$ cat src/rtl/pp_shift_pipe.sv
// pp_shift_pipe: two-stage valid/ready partial-product shifter.
// Shifts CHANNELS lanes of SIZE bits in lockstep, either logical left with
// zero fill or arithmetic right with sign fill, by a per-transaction amount
// clamped to MAX_SHIFT.
// Optional feature macro: PP_SHIFT_OVF_EN adds per-lane signed-overflow
// flags for left shifts; without it ovf_o is tied low.
module pp_shift_pipe #(
  parameter int SIZE      = 18,
  parameter int CHANNELS  = 4,
  parameter int MAX_SHIFT = 7,
  localparam int SHW      = $clog2(MAX_SHIFT + 1)
) (
  input  logic                     clk_i,
  input  logic                     rst_ni,
  input  logic                     in_valid_i,
  output logic                     in_ready_o,
  input  logic [CHANNELS*SIZE-1:0] in_data_i,
  input  logic [SHW-1:0]           shamt_i,
  input  logic                     mode_i,
  output logic                     out_valid_o,
  input  logic                     out_ready_i,
  output logic [CHANNELS*SIZE-1:0] out_data_o,
  output logic [CHANNELS-1:0]      ovf_o
);

  logic                     s1Valid_q;
  logic [CHANNELS*SIZE-1:0] s1Data_q;
  logic [SHW-1:0]           s1Shamt_q;
  logic                     s1Mode_q;

  logic                     s2Valid_q;
  logic [CHANNELS*SIZE-1:0] s2Data_q;
  logic [CHANNELS*SIZE-1:0] s2Data_d;

  logic                     s1Ready;
  logic                     s2Ready;
  logic [SHW-1:0]           effShamt;
  logic [SIZE-1:0]          lane;

  // The ready chain is purely combinational so a stalled consumer freezes
  // every stage in the same cycle and a draining consumer frees them all.
  assign s2Ready    = !s2Valid_q || out_ready_i;
  assign s1Ready    = !s1Valid_q || s2Ready;
  assign in_ready_o = s1Ready;

  assign out_valid_o = s2Valid_q;
  assign out_data_o  = s2Data_q;

  // Clamp the stored shift amount so an oversize request saturates at MAX_SHIFT.
  always_comb begin
    effShamt = s1Shamt_q;
    if (int'(s1Shamt_q) > MAX_SHIFT) begin
      effShamt = SHW'(MAX_SHIFT);
    end
  end

  // Per-lane width-preserving shift of the S1 payload feeding S2.
  always_comb begin
    s2Data_d = '0;
    lane     = '0;
    for (int k = 0; k < CHANNELS; k++) begin
      lane = s1Data_q[k*SIZE +: SIZE];
      if (s1Mode_q) begin
        s2Data_d[k*SIZE +: SIZE] = $signed(lane) >>> effShamt;
      end else begin
        s2Data_d[k*SIZE +: SIZE] = lane << effShamt;
      end
    end
  end

  // S1 captures the request on an input handshake and empties when it drains.
  always_ff @(posedge clk_i or negedge rst_ni) begin
    if (!rst_ni) begin
      s1Valid_q <= 1'b0;
      s1Data_q  <= '0;
      s1Shamt_q <= '0;
      s1Mode_q  <= 1'b0;
    end else if (s1Ready) begin
      s1Valid_q <= in_valid_i;
      if (in_valid_i) begin
        s1Data_q  <= in_data_i;
        s1Shamt_q <= shamt_i;
        s1Mode_q  <= mode_i;
      end
    end
  end

  // S2 holds the shifted result; data keeps its last value when the stage empties.
  always_ff @(posedge clk_i or negedge rst_ni) begin
    if (!rst_ni) begin
      s2Valid_q <= 1'b0;
      s2Data_q  <= '0;
    end else if (s2Ready) begin
      s2Valid_q <= s1Valid_q;
      if (s1Valid_q) begin
        s2Data_q <= s2Data_d;
      end
    end
  end

`ifdef PP_SHIFT_OVF_EN
  logic [CHANNELS-1:0] s2Ovf_q;
  logic [CHANNELS-1:0] s2Ovf_d;
  logic [SIZE-1:0]     ovfLane;
  logic [SIZE-1:0]     ovfShifted;
  logic [SIZE-1:0]     ovfBack;

  // A left shift overflows when shifting back arithmetically fails to
  // recover the original lane, i.e. the discarded bits and new MSB disagree.
  always_comb begin
    s2Ovf_d    = '0;
    ovfLane    = '0;
    ovfShifted = '0;
    ovfBack    = '0;
    for (int k = 0; k < CHANNELS; k++) begin
      ovfLane    = s1Data_q[k*SIZE +: SIZE];
      ovfShifted = ovfLane << effShamt;
      ovfBack    = $signed(ovfShifted) >>> effShamt;
      s2Ovf_d[k] = !s1Mode_q && (ovfBack != ovfLane);
    end
  end

  // Overflow flags travel with the S2 data under the same enable.
  always_ff @(posedge clk_i or negedge rst_ni) begin
    if (!rst_ni) begin
      s2Ovf_q <= '0;
    end else if (s2Ready && s1Valid_q) begin
      s2Ovf_q <= s2Ovf_d;
    end
  end

  assign ovf_o = s2Ovf_q;
`else
  assign ovf_o = '0;
`endif

endmodule

$ cat config.mk
export PLATFORM = sky130hd
export DESIGN_NAME = pp_shift_pipe
export DESIGN_NICKNAME = d
export VERILOG_FILES = /design/src/rtl/pp_shift_pipe.sv
export SDC_FILE = /design/constraint.sdc
export NUM_CORES = 1
export LEC_CHECK = 0
export ABC_AREA = 0
export BUFFER_PORTS_ARGS = -buffer_cell sky130_fd_sc_hd__buf_2
export CELL_PAD_IN_SITES_DETAIL_PLACEMENT = 0
export CELL_PAD_IN_SITES_GLOBAL_PLACEMENT = 1
export CORE_MARGIN = 3
export CORE_UTILIZATION = 43
export CTS_CLUSTER_DIAMETER = 60
export DETAILED_ROUTE_END_ITERATION = 10
export PLACE_DENSITY = 0.75
export SLEW_MARGIN = 20
export SYNTH_ARGS = -nofsm -noshare
export SYNTH_HDL_FRONTEND = slang
export SYNTH_SLANG_ARGS = --single-unit
$ cat constraint.sdc
create_clock -name clk_i -period 1.8 [get_ports clk_i]
set_clock_uncertainty 0.1 [all_clocks]
set_input_delay 0.09 -clock clk_i [delete_from_list [all_inputs] [get_ports clk_i]]
set_output_delay 0.09 -clock clk_i [all_outputs]
set_load 0.01 [all_outputs]
== Word-level counts from Yosys, hierarchy flattened ==
Cells that the tools add are included.

* Register bits: 150
* Input port bits: 80
* Output and inout port bits: 78
* Word-level logic and storage cells: 24

* Shift operators: 8
* Muxes and demuxes: 4
* Reduce and logical (&&, ||, !) cells: 6

{| class="wikitable"
|+ Operators with widths
! kind !! count
|-
| $mux 18 || 4
|-
| $shl 18x3->18 || 4
|-
| $sshr 18x3->18 || 4
|-
| $reduce_and 2->1 || 2
|-
| $logic_not 1->1 || 2
|-
| $logic_or 1x1->1 || 2
|}

== Depth between registers and ports, before layout ==
* Depth in word-level cells: 4
* Depth in mapped cells: 8
* Gate-level depth less buffers: 4

== Worst setup path after synthesis ==
OpenSTA, ideal clock, no wires.

* Path type: register to register
* Start: reg s1Shamt_q[0] (netlist: effShamt[0])
* End: reg s2Data_q[25] (netlist: out_data_o[25])
* Setup time: 141 ps
* Arrival time: 1581 ps
* Required time: 1559 ps
* Slack: -22 ps
* Stages on the path, launching flop included: 7
* Path buffers: 2
* Period minus slack after synthesis: 1822 ps
* Path through: dfrtp_1 > buf_6 > buf_6 > mux4_2 > mux2_2 > o22ai_1 > a31oi_1

* Cells in the longest elaborated chain, start to end: 2
* Elaborated cells on any way between the ends: 3
* Classes of those cells: shift: 2; mux: 1

{| class="wikitable"
|+ Ends and longest elaborated chain
! item !! RTL line !! RTL
|-
| start, declared || 28 || <nowiki>logic [SHW-1:0] s1Shamt_q;</nowiki>
|-
| start signal, assigned || 82 || <nowiki>s1Shamt_q <= shamt_i;</nowiki>
|-
| $shl 18x3->18 or $sshr 18x3->18 (tied branches) || 66, 64 ||
|-
| $mux 18 * || 63 || <nowiki>if (s1Mode_q) begin</nowiki>
|-
| end signal, assigned || 96 || <nowiki>s2Data_q <= s2Data_d;</nowiki>
|-
| end, declared || 32 || <nowiki>logic [CHANNELS*SIZE-1:0] s2Data_q;</nowiki>
|}

Every way passes the cells marked *; elsewhere a longest branch is shown, timed or not.
A chain may end at the register's enable or synchronous reset.

== Final worst setup path ==
* Start: reg s1Shamt_q[1] (netlist: effShamt[1])
* End: reg s2Data_q[3] (netlist: out_data_o[3])

The elaborated chain is that of the path after synthesis.

==> impl_results.md <==
* Vias in the first global route at 10070
* Syn avg cell area at 12.14 um^2
* Share of flip-flops with an asynchronous set or reset at 100.0%
* Worst Slack Setup Final at -316.1 ps
* Final hold vios at 0
* Initial Util at 44.29%
* CTS root buffer: clkbuf_16
* Share of post-route cells with drive strength above 1 at 55.92%
* Place WS at -239.1 ps
* Synth top area cells: dfrtp_1 33%, mux4_2 25%, mux2i_1 9.0%
* CP max FO at 7
* Worst-Margin Slew at 509.8 ps
* Library cells used by synthesis at 52
* Synth Flop Type: dfrtp_1
* Worst hold margin at 29.58 ps
* Final setup viols at 72
* Crit path capture type: flip-flop
* Switching fraction of total power at 36.84%
* Max Fclk at 472.6 MHz
* Leak at 6.671 nW
* Clk slew on worst S/H paths at 70 ps
* Die Wd at 168.0 um
* CTS Sinks at 150
* Routed vias at 10350
* CTS tree: done
* Commonest non-fill, non-tap cells in the layout: 153 x buf_2, 147 x dfrtp_1, 129 x mux4_2, 128 x buf_4, 81 x mux2_2
* Max-cap viol count at 0
* Dpl cell area at 0.01328 mm^2
* RePlAce Congestion at 0.9392
* Xor and xnor area share after synthesis at 0%
* Ant diodes at 0
* Area leader, netlist: dfrtp_1
* Pwr per Cell Area at 1127 mW/mm^2
* # nets final at 1345
* Post-synthesis mux area share at 43.07%
* Worst vdd ir at 758.0 uV
* Largest net degree at the start of global routing at 52
* Combinational Power Share at 48.3%
* Clk network pwr share at 22.0%
* Max clock buf depth at 2
* Post-synth EDFFs at 0
* H-Tree Depth at 4
* CP startpoint kind: flip-flop
* Post-Synth Adder-Cell Area at 0%
* Outcome: complete, but fails checks
* # DRC at 0
* P_sw at 6.680 mW
* Footprint of the multi-input gates at 0.007430 mm^2
* Hold WC Path Type: in -> async
* Total power at 18.13 mW
* Simple-Gate Fraction of Synth Area at 6.666%
* Commonest non-fill, non-tap cell in the layout: buf_2
* Cell-internal power at 11.45 mW
* Area Growth Syn to Fin at 42.66%
* Crit path time final at 2116 ps
* Fillers at 1863
* Drt first pass iters at 5
* Core ar. at 0.02547 mm^2
* Gr usage total at 27.39%
* Synthesized area at 0.01128 mm^2
* Violated checks: setup timing
* Initial antenna violation count at 0
* Final Util at 63.18%
* Cells after Synth at 929
* CP required at 2070 ps
* Arr. time, crit path at 2380 ps
* Slew HR at 66.01%
* Height of the die at 168.0 um
* Critical path type: reg -> reg
* Seq/Total Area, Yosys at 33.27%
* Sequential share of power at 29.7%
* Die Area at 0.02821 mm^2
* Final Max Slew Viols at 0
* Largest family of logic cells by synthesized area: multiplexers
* Compound-Gate Fraction of Synth Area at 10.28%
* RSZ-0062 raised after global routing: true
* Routed Antenna Nets at 0
* Vias per cell at 6.446
* First-pass GRT wire length at 60270 um
* Final period utilization at 117.6%
* Register area at 0.003762 mm^2
* GRT overflow at 0
* Flops & latches, synth at 150
* Clk_lat worst skew at 430 ps
* Routed WL at 40330 um
* Iter 0 DRT Violations at 1283
* Routed len/inst at 25.13 um
* Post-DP HPWL at 26610 um
* Fin area at 0.01609 mm^2
* Inserted Clock Buffers at 17
* Yosys warnings at 0
* PortBufs at 153
* Area fraction of the dominant cell type after synthesis at 33.27%
* IO Pins at 158
* Site row count at 58
logic make-up after synthesis:
family          after synthesis
buf+inv                     126
compound gates              167
mux                         313
other cells                   1
flops                       150
simple gates                172
stage by stage:
| stage | std cells | TNS (ps) |
|---|---|---|
| after floorplan | 932 | -37.29 |
| after global placement | 1450 | -8990 |
| after detailed placement | 1450 | -9659 |
| after CTS | 1577 | -9826 |
| after global routing | 1605 | -15200 |
| final | 1605 | -11790 |
Yosys cell counts (all sizes together) (4+ instances only):
cell / count
nand3: 10
clkbuf: 47
a211oi: 30
a21oi: 18
dfrtp: 150
o22ai: 29
o2bb2ai: 4
and2: 6
inv: 4
nand2b: 5
nor3: 17
or2: 4
mux2: 83
nor2: 73
mux2i: 101
a221oi: 8
nand2: 49
nor2b: 4
mux4: 129
a221o: 14
o21ai: 33
buf: 75
o211ai: 10
power groups by stage:
stage               combinational, mW  clock, mW  sequential, mW
finish                           8.75       3.99            5.39
global placement                 7.00          0            5.33
floorplan                        4.51          0            5.08
global route                     9.26       4.16            5.47
detailed placement               7.09          0            5.36
CTS                              7.81       4.03            5.30
layer usage:
layer / global-route usage (%) / up-vias / routed length [um]
met1: 41.18 / 5152 / 16420
met4: 6.688 / 0 / 970
met5: 0 / - / 0
met3: 6.058 / 89 / 4600
met2: 40.69 / 793 / 18340
li1: - / 4312 / -
repair_timing:
| item | in CTS | in global routing |
|---|---|---|
| resized for setup | 73 | 127 |
| pin swaps | 12 | 32 |
| hold buffers | 79 | 0 |
| setup buffers | 14 | 24 |
| hold endpoints to repair | 227 | 0 |
| endpoints found under the setup margin | 72 | 72 |
| cloned | 5 | 5 |
sequential cells by signal (all words and copies together) (netlist names):
name	cells
effShamt	3
out_data_o	72
out_valid_o	1
s1Data_q	72
s1Mode_q	1
s1Valid_q	1
worst paths after layout:
| check | startpoint | to | slack, ps | cells past startpoint |
|---|---|---|---|---|
| setup / recovery | effShamt[1]$_DFFE_PN0P_ | out_data_o[3]$_DFFE_PN0P_ | -320 | 6 |
| hold / removal | rst_ni | s1Data_q[56]$_DFFE_PN0P_ | 30 | 2 |
| setup reg to reg | effShamt[1]$_DFFE_PN0P_ | out_data_o[3]$_DFFE_PN0P_ | -320 | 6 |
| hold reg to reg | out_data_o[39]$_DFFE_PN0P_ | out_data_o[39]$_DFFE_PN0P_ | 390 | 1 |
| max in group asynchronous | rst_ni | s1Data_q[34]$_DFFE_PN0P_ | 940 | 3 |
| min in group clk_i | out_ready_i | out_valid_o$_DFFE_PN0P_ | 30 | 4 |
worst max-delay path: stages (launching register included):
cell      delay (ps)
dfrtp_4          480
buf_12           150
buf_6            140
mux2i_2          170
mux4_2           510
o211ai_1         320
o21a_1           180
area by class of cell:
| type | count | share of cell area, % |
|---|---|---|
| Clock buffer | 20 | 2.776 |
| Clock inverter | 9 | 1.104 |
| Inverter | 4 | 0.1633 |
| Multi-Input combinational cell | 656 | 46.17 |
| Sequential cell | 150 | 23.38 |
| Tap cell | 330 | 2.566 |
| Timing Repair Buffer | 436 | 23.85 |
Note: power is estimated with default switching activity, not from simulation.
